## config.mk

```make
export PLATFORM = sky130hd
export DESIGN_NAME = pkt_serializer_flat
export DESIGN_NICKNAME = d
export VERILOG_FILES = /design/src/rtl/pkt_serializer_if.sv /design/src/rtl/pkt_serializer.sv /design/src/flat_wrapper.sv
export SDC_FILE = /design/constraint.sdc
export NUM_CORES = 1
export LEC_CHECK = 0
export ABC_AREA = 1
export CAP_MARGIN = 15
export CORE_MARGIN = 2
export CORE_UTILIZATION = 30
export CTS_CLUSTER_SIZE = 24
export DETAILED_ROUTE_END_ITERATION = 6
export PLACE_DENSITY = 0.6
export RECOVER_POWER = 25
export SLEW_MARGIN = 10
export SYNTH_ARGS = -nofsm -noshare
export SYNTH_HDL_FRONTEND = slang
export SYNTH_SLANG_ARGS = --single-unit
export TNS_END_PERCENT = 20
```

## constraint.sdc

```tcl
create_clock -name clk -period 4.8 [get_ports clk]
set_input_delay 1.44 -clock clk [delete_from_list [all_inputs] [get_ports clk]]
set_output_delay 1.44 -clock clk [all_outputs]
set_load 0.02 [all_outputs]
```

## src/rtl/pkt_serializer_if.sv

```systemverilog
// Packet request inputs and serial-stream outputs of the packet serializer.
// The bench or upstream logic uses master; the serializer uses slave.
interface pkt_serializer_if;
  logic        go;
  logic [1:0]  pkt_type;
  logic [3:0]  pid;
  logic [6:0]  addr;
  logic [3:0]  endp;
  logic [63:0] data;
  logic        pause;
  logic        outb;
  logic        start;
  logic        sending;
  logic        eop;
  logic        ready;

  modport master (
    output go, pkt_type, pid, addr, endp, data, pause,
    input  outb, start, sending, eop, ready
  );

  modport slave (
    input  go, pkt_type, pid, addr, endp, data, pause,
    output outb, start, sending, eop, ready
  );
endinterface

```

## src/rtl/pkt_serializer.sv

```systemverilog
// Serializes token/data/handshake packets as SYNC, PID, payload, CRC, EOP, one bit per cycle.
// The first SYNC bit follows go-accept by one cycle; pause freezes bit, state and CRC until released.
module pkt_serializer (
  input  logic            clk,
  input  logic            rst_L,
  pkt_serializer_if.slave bus
);

  typedef enum logic [2:0] {
    IDLE    = 3'd0,
    SYNC    = 3'd1,
    PID     = 3'd2,
    PAYLOAD = 3'd3,
    CRC     = 3'd4,
    EOP     = 3'd5
  } state_t;

  localparam logic [1:0]  TYPE_DATA = 2'd1;
  localparam logic [1:0]  TYPE_HS   = 2'd2;
  localparam logic [1:0]  TYPE_RSVD = 2'd3;
  localparam logic [4:0]  POLY5     = 5'b00101;
  localparam logic [15:0] POLY16    = 16'h8005;

  state_t      state_q, state_d;
  logic [6:0]  cnt_q, cnt_d;
  logic [1:0]  type_q, type_d;
  logic [3:0]  pid_q, pid_d;
  logic [63:0] pay_q, pay_d;
  logic [4:0]  crc5_q, crc5_d;
  logic [15:0] crc16_q, crc16_d;

  logic        is_data;
  logic [6:0]  pay_last;
  logic [6:0]  crc_last;
  logic        pay_bit;
  logic        fb5, fb16;
  logic [2:0]  crc5_idx;
  logic [3:0]  crc16_idx;

  assign is_data   = (type_q == TYPE_DATA);
  assign pay_last  = is_data ? 7'd63 : 7'd10;
  assign crc_last  = is_data ? 7'd15 : 7'd4;
  assign pay_bit   = pay_q[cnt_q[5:0]];
  assign fb5       = pay_bit ^ crc5_q[4];
  assign fb16      = pay_bit ^ crc16_q[15];
  assign crc5_idx  = 3'd4 - cnt_q[2:0];
  assign crc16_idx = 4'd15 - cnt_q[3:0];

  always_ff @(posedge clk or negedge rst_L) begin
    if (!rst_L) begin
      state_q <= IDLE;
      cnt_q   <= '0;
      type_q  <= '0;
      pid_q   <= '0;
      pay_q   <= '0;
      crc5_q  <= '0;
      crc16_q <= '0;
    end else begin
      state_q <= state_d;
      cnt_q   <= cnt_d;
      type_q  <= type_d;
      pid_q   <= pid_d;
      pay_q   <= pay_d;
      crc5_q  <= crc5_d;
      crc16_q <= crc16_d;
    end
  end

  always_comb begin
    state_d = state_q;
    cnt_d   = cnt_q;
    type_d  = type_q;
    pid_d   = pid_q;
    pay_d   = pay_q;
    crc5_d  = crc5_q;
    crc16_d = crc16_q;
    case (state_q)
      IDLE: begin
        cnt_d = '0;
        if (bus.go && bus.pkt_type != TYPE_RSVD) begin
          type_d  = bus.pkt_type;
          pid_d   = bus.pid;
          // Token payload is packed so addr then endp fall out of the same LSB-first index.
          pay_d   = (bus.pkt_type == TYPE_DATA) ? bus.data : {53'd0, bus.endp, bus.addr};
          state_d = SYNC;
        end
      end
      SYNC: begin
        if (!bus.pause) begin
          if (cnt_q == 7'd7) begin
            cnt_d   = '0;
            state_d = PID;
          end else begin
            cnt_d = cnt_q + 7'd1;
          end
        end
      end
      PID: begin
        crc5_d  = '1;
        crc16_d = '1;
        if (!bus.pause) begin
          if (cnt_q == 7'd7) begin
            cnt_d   = '0;
            state_d = (type_q == TYPE_HS) ? EOP : PAYLOAD;
          end else begin
            cnt_d = cnt_q + 7'd1;
          end
        end
      end
      PAYLOAD: begin
        if (!bus.pause) begin
          crc5_d  = {crc5_q[3:0], 1'b0} ^ (fb5 ? POLY5 : 5'd0);
          crc16_d = {crc16_q[14:0], 1'b0} ^ (fb16 ? POLY16 : 16'd0);
          if (cnt_q == pay_last) begin
            cnt_d   = '0;
            state_d = CRC;
          end else begin
            cnt_d = cnt_q + 7'd1;
          end
        end
      end
      CRC: begin
        if (!bus.pause) begin
          if (cnt_q == crc_last) begin
            cnt_d   = '0;
            state_d = EOP;
          end else begin
            cnt_d = cnt_q + 7'd1;
          end
        end
      end
      EOP: begin
        if (cnt_q == 7'd2) begin
          cnt_d   = '0;
          state_d = IDLE;
        end else begin
          cnt_d = cnt_q + 7'd1;
        end
      end
      default: begin
        cnt_d   = '0;
        state_d = IDLE;
      end
    endcase
  end

  always_comb begin
    bus.outb    = 1'b1;
    bus.start   = 1'b0;
    bus.sending = 1'b0;
    bus.eop     = 1'b0;
    bus.ready   = 1'b0;
    case (state_q)
      IDLE: bus.ready = 1'b1;
      SYNC: begin
        bus.outb    = (cnt_q[2:0] == 3'd7);
        bus.start   = 1'b1;
        bus.sending = 1'b1;
      end
      PID: begin
        bus.outb    = cnt_q[2] ? ~pid_q[cnt_q[1:0]] : pid_q[cnt_q[1:0]];
        bus.start   = 1'b1;
        bus.sending = 1'b1;
      end
      PAYLOAD: begin
        bus.outb    = pay_bit;
        bus.sending = 1'b1;
      end
      CRC: begin
        // Residual goes out complemented, MSB first.
        bus.outb    = is_data ? ~crc16_q[crc16_idx] : ~crc5_q[crc5_idx];
        bus.sending = 1'b1;
      end
      EOP: begin
        bus.outb = 1'b0;
        bus.eop  = 1'b1;
      end
      default: bus.ready = 1'b1;
    endcase
  end

endmodule

```

## src/flat_wrapper.sv

```systemverilog
// flat-port wrapper written by rule: the top's interface ports become plain ports
module pkt_serializer_flat 
  (clk, rst_L, bus_go, bus_pkt_type, bus_pid, bus_addr, bus_endp, bus_data, bus_pause, bus_outb, bus_start, bus_sending, bus_eop, bus_ready);
  pkt_serializer_if bus_i ();
  input  logic clk;
  input  logic rst_L;
  input wire logic [$bits(bus_i.go)-1:0] bus_go;
  input wire logic [$bits(bus_i.pkt_type)-1:0] bus_pkt_type;
  input wire logic [$bits(bus_i.pid)-1:0] bus_pid;
  input wire logic [$bits(bus_i.addr)-1:0] bus_addr;
  input wire logic [$bits(bus_i.endp)-1:0] bus_endp;
  input wire logic [$bits(bus_i.data)-1:0] bus_data;
  input wire logic [$bits(bus_i.pause)-1:0] bus_pause;
  output wire logic [$bits(bus_i.outb)-1:0] bus_outb;
  output wire logic [$bits(bus_i.start)-1:0] bus_start;
  output wire logic [$bits(bus_i.sending)-1:0] bus_sending;
  output wire logic [$bits(bus_i.eop)-1:0] bus_eop;
  output wire logic [$bits(bus_i.ready)-1:0] bus_ready;
  assign bus_i.go = bus_go;
  assign bus_i.pkt_type = bus_pkt_type;
  assign bus_i.pid = bus_pid;
  assign bus_i.addr = bus_addr;
  assign bus_i.endp = bus_endp;
  assign bus_i.data = bus_data;
  assign bus_i.pause = bus_pause;
  assign bus_outb = bus_i.outb;
  assign bus_start = bus_i.start;
  assign bus_sending = bus_i.sending;
  assign bus_eop = bus_i.eop;
  assign bus_ready = bus_i.ready;
  pkt_serializer u_core (.clk(clk), .rst_L(rst_L), .bus(bus_i));
endmodule
```

# ---- Yosys cells after proc, flatten, opt, wreduce, memory -nomap -nowiden
# Cells that the tools add are included.
dict set report word_totals {
  ff_bits 101
  latch_bits 0
  mem_bits_rw 0
  romBits 0
  in_bits 85
  out_inout_bits 5
  elab_cells 100
  mem_count 0
}
dict set report op_classes {
  add_sub_neg 3
  multipliers 0
  n_div 0
  order_cmp 4
  eq_ne 25
  n_shift 0
  mux 44
  bitwise_logic 7
  n_reduce_logical 10
}
# cell n
set ops {}
lappend ops {{$mux W64} 1}
lappend ops {{$mux W7} 7}
lappend ops {{$mux W3} 12}
lappend ops {{$mux W16} 2}
lappend ops {{$pmux W16 S2} 1}
lappend ops {{$pmux W7 S4} 1}
lappend ops {{$pmux W3 S6} 1}
lappend ops {{$xor A16 B16 Y16} 1}
lappend ops {{$eq A7 B7 Y1} 2}
lappend ops {{$ne A2 B1 Y1 const B} 6}
lappend ops {{$ne A2 B2 Y1 const B} 6}
lappend ops {{$mux W1} 10}
lappend ops {{$pmux W5 S2} 1}
lappend ops {{$reduce_and A10 Y1} 1}
lappend ops {{$eq A3 B3 Y1 const B} 3}
lappend ops {{$add A7 B1 Y7 const B} 1}
lappend ops {{$eq A7 B2 Y1 const B} 1}
lappend ops {{$eq A7 B3 Y1 const B} 1}
lappend ops {{$lt A6 B7 Y1 const B} 1}
lappend ops {{$bmux W1 S6} 1}
lappend ops {{$eq A3 B2 Y1 const B} 2}
lappend ops {{$mux W6} 1}
lappend ops {{$lt A4 B5 Y1 const B} 1}
lappend ops {{$mux W5} 1}
lappend ops {{23 further kinds} 28}

# ---- Depth between registers and ports, before layout
# Gate-level depths: netlist (run 1).
dict set report logic_depth {
  depth_word 7
  mapped_depth 17
  mapped_depth_nobuf 15
}

# ---- Least setup slack after synthesis (run 1)
# No wires, ideal clock.
dict set report synth_timing {
  path_type {register to output}
  start {register u_core.cnt_q[0]}
  end {output bus_outb}
  arrival_ns 1.831
  t_required_ns 3.360
  slack_ns 1.529
  stages_incl_launch_ff 13
  path_buffers 3
  cell_sequence {dfrtp_1 -> buf_6 -> clkinv_4 -> buf_6 -> buf_2 -> ha_1 -> inv_1 -> o21ai_0 -> a21oi_1 -> a211oi_1 -> o21ai_0 -> nand3_1 -> nand2_1}
}
dict set report synth_between {
  elab_chain_len 6
  elab_cells_between_ends 17
  cone_classes {2 x add/sub; 1 x eq/ne; 11 x mux; 3 x bitwise}
}
# item line_no
set synth_lines {}
lappend synth_lines {{start: declaration} pkt_serializer.sv:25} ;# logic [6:0] cnt_q, cnt_d;
lappend synth_lines {{start signal: assignment} pkt_serializer.sv:60} ;# cnt_q <= cnt_d;
lappend synth_lines {{$sub A4 B4 Y4 / $sub A3 B3 Y3 (equally long branches)} {pkt_serializer.sv:47, pkt_serializer.sv:46}}
lappend synth_lines {{$bmux W1 S4 / $bmux W1 S3 (equally long branches)} pkt_serializer.sv:171} ;# bus.outb = is_data ? ~crc16_q[crc16_idx] : ~crc5_q[crc5_idx];
lappend synth_lines {{$mux W1 (implied by the code)} pkt_serializer.sv:171}
lappend synth_lines {{$not A1 Y1} pkt_serializer.sv:171}
lappend synth_lines {{$mux W1} pkt_serializer.sv:171}
lappend synth_lines {{$pmux W1 S5 (*)} pkt_serializer.sv:153} ;# case (state_q)
lappend synth_lines {{end: declaration} flat_wrapper.sv:14} ;# output wire logic [$bits(bus_i.outb)-1:0] bus_outb;
# Mark *: on every way between the ends. The rest lies on a longest branch, timed or not. The select of a mux whose other input is x is not followed.

# ---- Final worst setup path (run 1)
# Same ends and word-level chain as after synthesis.

==> reports/qor.yml, run 1 <==
status:
  status: "finished, violations left"
  failed_checks: "capacitance limit, slew limit"
setup_path:
  startpoint_of_the_lowest_slack_register_to_register_path: "u_core.state_q[1]$_DFFE_PN0P_"
  worst_r2r_endpoint: "u_core.crc16_q[0]$_DFFE_PN0P_"
  worstPathArrival_ns: 3.02
  critical_path.startpoint: "u_core.cnt_q[0]$_DFFE_PN0P_"
  critPathKind: "flip-flop to output port"
  slack_of_the_worst_reg_to_reg_path_ns: 2.45
  rr_worst_depth: 12
  critPathCapture: "bus_outb"
  critPathRequiredTime_ns: 3.36
  critical_path.endpoint_type: "output port"
  cp-start-kind: "flip-flop"
  worst-path-max-fanout: 31
timing:
  setup_viol: 0
  timing.final.crit_share: 0.928
  grt_setup_unrepaired: "false"
  layout_setup_ws_ns: 0.344
  fin_setup_tns_ns: 0
  max_freq_mhz: 224
  finalWorstPathRequiredPeriod_ns: 4.46
  worstMarginPinSlew_ns: 2.37
  clock_skew_ns: 0.0116
  timing.final.hold_violations: 0
  hold-worst-slack_ns: 0.517
  timing_max_transition_violations_final: 43
  slew-limit-headroom: -0.577
power:
  switch_pwr_mw: 1.54
  seq_power_share: 0.363
  share_comb_of_total_power: 0.456
  vdd_ir_drop_max_mv: 0.256
  static_power_due_to_leakage_nw: 3.19
  switching_share: 0.422
  power.density_nw_per_um2: 538
  clock_power_share: 0.181
  intPower_mw: 2.10
floorplan:
  die-area_um2: 19400
  starting_utilization_of_the_core_area: 0.305
  core.rowCount: 49
  fp.dieW_um: 139
  die_y_um: 139
  core_area_um2: 18000
  io_pins: 90
logic_synthesis:
  adder_cell_share_of_the_synthesized_area: 0.00913
  ys_types: 31
  yosys.area_share.simple: 0.261
  yosysSeqAreaShare: 0.461
  netlist.top_cell.by_area: "sky130_fd_sc_hd__dfrtp_1"
  largest_family_of_logic_cells_by_synthesized_area: "simple AND/OR/NAND/NOR gates"
  synth-xor-area-share: 0.00959
  post_synth.cell_area_avg_um2: 7.41
  ys_top_cells_by_area: "sky130_fd_sc_hd__dfrtp_1, sky130_fd_sc_hd__nand2_1, sky130_fd_sc_hd__nand3_1"
  synth_fp_nets: 829
  synth_area_um2: 5480
  number_of_synthesized_flops_with_an_enable_pin: 0
  synth_top_cell_area_share: 0.461
  asyncSetResetFlopFracSynth: 1.00
  ys_warn_count: 0
  postSynthCellCount: 740
  synth_top_flop_cell: "sky130_fd_sc_hd__dfrtp_1"
  synth_compound_gate_area_share: 0.132
  ys_ff_latch: 101
  synth.mux.area_fraction: 0.00411
global_routing:
  grt_start_max_net_pins: 67
  grt_pass1_vias: 4850
  groute.usage.overall: 0.153
  grt_antenna_before_repair: 0
  gr-total-overflow: 0
  first_pass_grt_wire_length_mm: 24.2
clock_tree:
  h-tree-depth: 3
  clkSlewWorstSetupHoldPaths_ns: 0.07
  post_cts.repair.setup_buffers: 0
  clock_tree_from_tritoncts: "yes"
  cts_root_buf: "sky130_fd_sc_hd__clkbuf_16"
  clk_latency_ns: 0.36
  cts_repair_resize_count: 0
  clock_path_buffers: 2
  post_cts_hold_buffer_count: 0
  cts_inserted_buffers: 9
  numClockSinks: 101
routing:
  detailedRoute.firstPassIterationCount: 4
  drt_iter0_markers: 310
  drc: 0
  routed_vias_inst: 4.65
  ant_nets: 0
  routed_wirelength_mm: 14.0
  num_vias: 4823
  wl_per_cell_um: 13.5
hold_path:
  min-delay-path-class: "flip-flop to flip-flop"
placed_design:
  placement.setup.worst_slack_ns: 0.625
  placed_cells_incl_taps: 1024
  routabilityCongestion: 0.824
  i_o_buffers: 89
  place_hpwl_mm: 9.99
finish:
  num-nets-final: 895
  area_growth_syn_to_layout_pct: 23.6
  layout_common_cells: "sky130_fd_sc_hd__nand2_1, sky130_fd_sc_hd__inv_1, sky130_fd_sc_hd__nand3_1, sky130_fd_sc_hd__dfrtp_1, sky130_fd_sc_hd__clkdlybuf4s50_1"
  finish.cell_count_without_fillers: 1038
  post_route_cells_drive_above_1_share: 0.0408
  most_common_cell_after_layout_fill_and_taps_aside: "sky130_fd_sc_hd__nand2_1"
  antennaDiodeCount: 0
job:
  drv.max_cap_violation_count: 1
==> layout make-up <==
class | count | area, um2
flip-flops and latches | 101 | 2530
repair buffers | 98 | 975
inverters | 116 | 443
clock buffers | 12 | 236
multi-input cells | 480 | 2290
fillers | 1898 | 11200
well taps | 229 | 287
clock inverters | 2 | 12.5
==> synthesized netlist by cell type, types with 2 or more instances <==
| cell type | n |
|---|---|
| sky130_fd_sc_hd__a21oi_1 | 17 |
| sky130_fd_sc_hd__a22oi_1 | 14 |
| sky130_fd_sc_hd__a31oi_1 | 11 |
| sky130_fd_sc_hd__buf_1 | 5 |
| sky130_fd_sc_hd__buf_2 | 10 |
| sky130_fd_sc_hd__buf_4 | 4 |
| sky130_fd_sc_hd__buf_6 | 5 |
| sky130_fd_sc_hd__clkbuf_1 | 18 |
| sky130_fd_sc_hd__dfrtp_1 | 101 |
| sky130_fd_sc_hd__ha_1 | 4 |
| sky130_fd_sc_hd__inv_1 | 114 |
| sky130_fd_sc_hd__mux2_2 | 2 |
| sky130_fd_sc_hd__nand2_1 | 174 |
| sky130_fd_sc_hd__nand2_2 | 2 |
| sky130_fd_sc_hd__nand3_1 | 109 |
| sky130_fd_sc_hd__nand4_1 | 2 |
| sky130_fd_sc_hd__nor2_1 | 44 |
| sky130_fd_sc_hd__nor2_2 | 3 |
| sky130_fd_sc_hd__nor3_1 | 3 |
| sky130_fd_sc_hd__o211ai_1 | 2 |
| sky130_fd_sc_hd__o21ai_0 | 79 |
| sky130_fd_sc_hd__o221ai_1 | 2 |
| sky130_fd_sc_hd__o22ai_1 | 3 |
| sky130_fd_sc_hd__xor2_1 | 5 |
==> worst min path at each step <==
stage                     depth (start not counted)                    startpoint  slack (ns)                           end
after CTS                                         1   u_core.pid_q[3]$_DFFE_PN0P_        0.52   u_core.pid_q[3]$_DFFE_PN0P_
after global placement                            1   u_core.pid_q[3]$_DFFE_PN0P_        0.50   u_core.pid_q[3]$_DFFE_PN0P_
after floorplan                                   2  u_core.pay_q[34]$_DFFE_PN0P_        0.47  u_core.pay_q[34]$_DFFE_PN0P_
final                                             1   u_core.pid_q[3]$_DFFE_PN0P_        0.52   u_core.pid_q[3]$_DFFE_PN0P_
after global routing                              2  u_core.pay_q[52]$_DFFE_PN0P_        0.55  u_core.pay_q[52]$_DFFE_PN0P_
after detailed placement                          1   u_core.pid_q[3]$_DFFE_PN0P_        0.50   u_core.pid_q[3]$_DFFE_PN0P_
==> power groups by stage <==
stage | logic, mW | clock network [mW] | registers [mW]
2_1_floorplan | 1.27 | 0 | 1.26
4_1_cts | 1.68 | 0.677 | 1.32
5_1_grt | 1.91 | 0.710 | 1.37
6_report | 1.66 | 0.659 | 1.32
3_5_place_dp | 1.67 | 0 | 1.34
3_3_place_gp | 1.65 | 0 | 1.33
==> per-layer routing <==
| layer | vias to the layer above | global-route usage | part of all wire |
|---|---|---|---|
| met5 | - | 0 | 0 |
| met4 | 0 | 0.0409 | 0.014 |
| met3 | 13 | 0.0349 | 0.042 |
| met2 | 97 | 0.246 | 0.46 |
| met1 | 2218 | 0.209 | 0.48 |
| li1 | 2495 | - | - |
==> stage by stage <==
stage | power [mW] | area [um2] | util
4_1_cts | 3.67 | 6780 | 0.377
2_1_floorplan | 2.53 | 5480 | -
3_5_place_dp | 3.00 | 6530 | 0.363
6_report | 3.64 | 6770 | 0.377
3_3_place_gp | 2.98 | 6530 | 0.363
5_1_grt | 3.99 | 6770 | 0.377
==> worst max-delay path, stage by stage (launching register included) <==
cell and delay [ns]:
sky130_fd_sc_hd__dfrtp_4 0.60, sky130_fd_sc_hd__buf_4 0.38, sky130_fd_sc_hd__nand2_1 0.09, sky130_fd_sc_hd__nand3_1 0.09, sky130_fd_sc_hd__nand2_1 0.08, sky130_fd_sc_hd__nand2_1 0.06
sky130_fd_sc_hd__nand2_1 0.05, sky130_fd_sc_hd__nor2_1 0.12, sky130_fd_sc_hd__nor2_1 0.06, sky130_fd_sc_hd__nor2_2 0.21, sky130_fd_sc_hd__nand2_2 0.13, sky130_fd_sc_hd__a21oi_1 0.15
sky130_fd_sc_hd__nand2_1 0.08, sky130_fd_sc_hd__clkdlybuf4s50_1 0.54
==> sequential cells by signal, indices dropped and copies added (netlist names) <==
signal / flops
u_core.pid_q: 4
u_core.crc16_q: 16
u_core.state_q: 3
u_core.crc5_q: 5
u_core.pay_q: 64
u_core.type_q: 2
u_core.cnt_q: 7
==> cells by family (layout without fill, tap and decap cells) <==
group	count (synthesis)	after routing
buffers and inverters	159	228
muxes	2	2
adders and majority gates	4	4
DFF	101	101
and+or+nand+nor	338	338
AOI/OAI and AO/OA	130	130
xor gates and xnor gates	6	6
Power figures use the tool's default switching activity.
==> run 2: changes to the inputs <==
- SETUP_SLACK_MARGIN: not set -> 0.3
==> reports/qor.yml, run 2 (same netlist as run 1, synthesis figures left out) <==
status:
  status: "finished, violations left"
  failed_checks: "capacitance limit, slew limit"
timing:
  timing_max_transition_violations_final: 43
  hold-worst-slack_ns: 0.517
  finalWorstPathRequiredPeriod_ns: 4.25
  fin_setup_tns_ns: 0
  slew-limit-headroom: -0.570
  clock_skew_ns: 0.0108
  setup_viol: 0
  timing.final.crit_share: 0.886
  worstMarginPinSlew_ns: 2.36
  grt_setup_unrepaired: "false"
  timing.final.hold_violations: 0
  max_freq_mhz: 235
setup_path:
  rr_worst_depth: 12
  cp-start-kind: "flip-flop"
  cp_common_cell: "sky130_fd_sc_hd__nand2_1"
  worst_path_largest_cell_delay_ns: 0.55
  worstPathCellList: "buf_8, nand2_1, nand3_1, nand2_1, nand2_1, nand2_1, nor2_1, nor2_1, nor2_2, nand2_2, a21oi_1, nand2_1, clkdlybuf4s50_1"
  worstPathArrival_ns: 2.81
  worst_r2r_endpoint: "u_core.crc16_q[0]$_DFFE_PN0P_"
  critical_path.endpoint_type: "output port"
  worst-path-max-fanout: 31
  timing.critical_path.slowest_stage_cell: "sky130_fd_sc_hd__dfrtp_4"
  slack_of_the_worst_reg_to_reg_path_ns: 2.42
  critPathKind: "flip-flop to output port"
  critPathRequiredTime_ns: 3.36
  startpoint_of_the_lowest_slack_register_to_register_path: "u_core.state_q[1]$_DFFE_PN0P_"
clock_tree:
  clkSlewWorstSetupHoldPaths_ns: 0.07
  clk_latency_ns: 0.36
  h-tree-depth: 3
  cts_inserted_buffers: 9
  clock_tree_from_tritoncts: "yes"
  numClockSinks: 101
  clock_path_buffers: 2
  cts_root_buf: "sky130_fd_sc_hd__clkbuf_16"
routing:
  routed_vias_inst: 4.66
  drt_iter0_markers: 271
  detailedRoute.firstPassIterationCount: 5
  routed_wirelength_mm: 14.1
  num_vias: 4845
  drc: 0
  ant_nets: 0
  wl_per_cell_um: 13.6
global_routing:
  groute.usage.overall: 0.153
  first_pass_grt_wire_length_mm: 24.2
  grt_antenna_before_repair: 0
  grt_start_max_net_pins: 67
  grt_pass1_vias: 4850
  gr-total-overflow: 0
hold_path:
  worstHoldEndpoint: "u_core.pid_q[3]$_DFFE_PN0P_"
  min_from: "u_core.pid_q[3]$_DFFE_PN0P_"
  min-delay-path-class: "flip-flop to flip-flop"
  depth_of_the_worst_hold_timing_path: 1
placed_design:
  routabilityCongestion: 0.824
  place_hpwl_mm: 9.99
  placed_cells_incl_taps: 1024
  i_o_buffers: 89
finish:
  post_route_cells_drive_above_1_share: 0.0432
  antennaDiodeCount: 0
  num-nets-final: 896
  area_growth_syn_to_layout_pct: 24.0
  most_common_cell_after_layout_fill_and_taps_aside: "sky130_fd_sc_hd__nand2_1"
  reg.largest.list: "u_core.pay_q: 64 flops, u_core.crc16_q: 16 flops, u_core.cnt_q: 7 flops"
  finish.cell_count_without_fillers: 1039
  layout_common_cells: "sky130_fd_sc_hd__nand2_1, sky130_fd_sc_hd__inv_1, sky130_fd_sc_hd__nand3_1, sky130_fd_sc_hd__dfrtp_1, sky130_fd_sc_hd__clkdlybuf4s50_1"
  largest_register_ff_count: 64
  register_ranked_first_by_flip_flop_count: "u_core.pay_q"
floorplan:
  die-area_um2: 19400
  core_area_um2: 18000
  io_pins: 90
  starting_utilization_of_the_core_area: 0.305
  fp.dieW_um: 139
  core.rowCount: 49
  die_y_um: 139
job:
  drv.max_cap_violation_count: 1
power:
  static_power_due_to_leakage_nw: 3.19
  vdd_ir_drop_max_mv: 0.274
  power.density_nw_per_um2: 539
==> run 2: stage by stage <==
stage                util  power [mW]  area (um2)  setup slack (ns)
floorplan               -        2.53        5480              1.53
global placement    0.363        2.98        6530             0.679
detailed placement  0.363        3.00        6530             0.625
CTS                 0.378        3.68        6790             0.309
global route        0.378        4.01        6800             0.305
finish              0.378        3.66        6800             0.545
==> run 2: timing repair <==
| item | in CTS | in global routing |
|---|---|---|
| hold buffers | 0 | 0 |
| gates resized for setup | 2 | 3 |
| endpoints found under the setup margin | 1 | 1 |
| buffers inserted | 0 | 1 |
==> run 2: worst max-delay path by stage <==
stage / startpoint / endpoint / slack [ns] / depth (start not counted)
global route: u_core.cnt_q[0]$_DFFE_PN0P_ / bus_outb / 0.31 / 13
CTS: u_core.cnt_q[0]$_DFFE_PN0P_ / bus_outb / 0.31 / 13
floorplan: u_core.cnt_q[0]$_DFFE_PN0P_ / bus_outb / 1.53 / 12
detailed placement: u_core.cnt_q[0]$_DFFE_PN0P_ / bus_outb / 0.62 / 10
global placement: u_core.cnt_q[0]$_DFFE_PN0P_ / bus_outb / 0.68 / 10
finish: u_core.cnt_q[0]$_DFFE_PN0P_ / bus_outb / 0.55 / 13
==> run 2: layer usage <==
metal,vias to the layer above,part of all wire,GRT usage
met2,106,0.46,0.246
met1,2229,0.48,0.209
met3,12,0.046,0.0349
met5,-,0,0
li1,2498,-,-
met4,0,0.013,0.0409
==> run 2: power by group <==
part | leakage, nW | internal (mW) | total [mW] | switching (mW)
clock network | 0.119 | 0.346 | 0.660 | 0.314
registers | 1.23 | 1.17 | 1.32 | 0.150
logic | 1.85 | 0.604 | 1.69 | 1.08
==> run 2: worst max-delay path, delay by kind of cell, from the launching register on <==
kind	cells	cell delay, ns
DFF	1	0.55
AOI/OAI and AO/OA	1	0.15
and+or+nand+nor	10	0.95
buffers and inverters	2	0.79
==> run 2: layout make-up <==
cell class	count	area [um2]
clock buffer	12	236
inverter	116	448
tap	229	287
timing repair buffer	99	990
sequential	101	2530
multi-input combinational	480	2290
fill	1893	11200
clock inverter	2	12.5
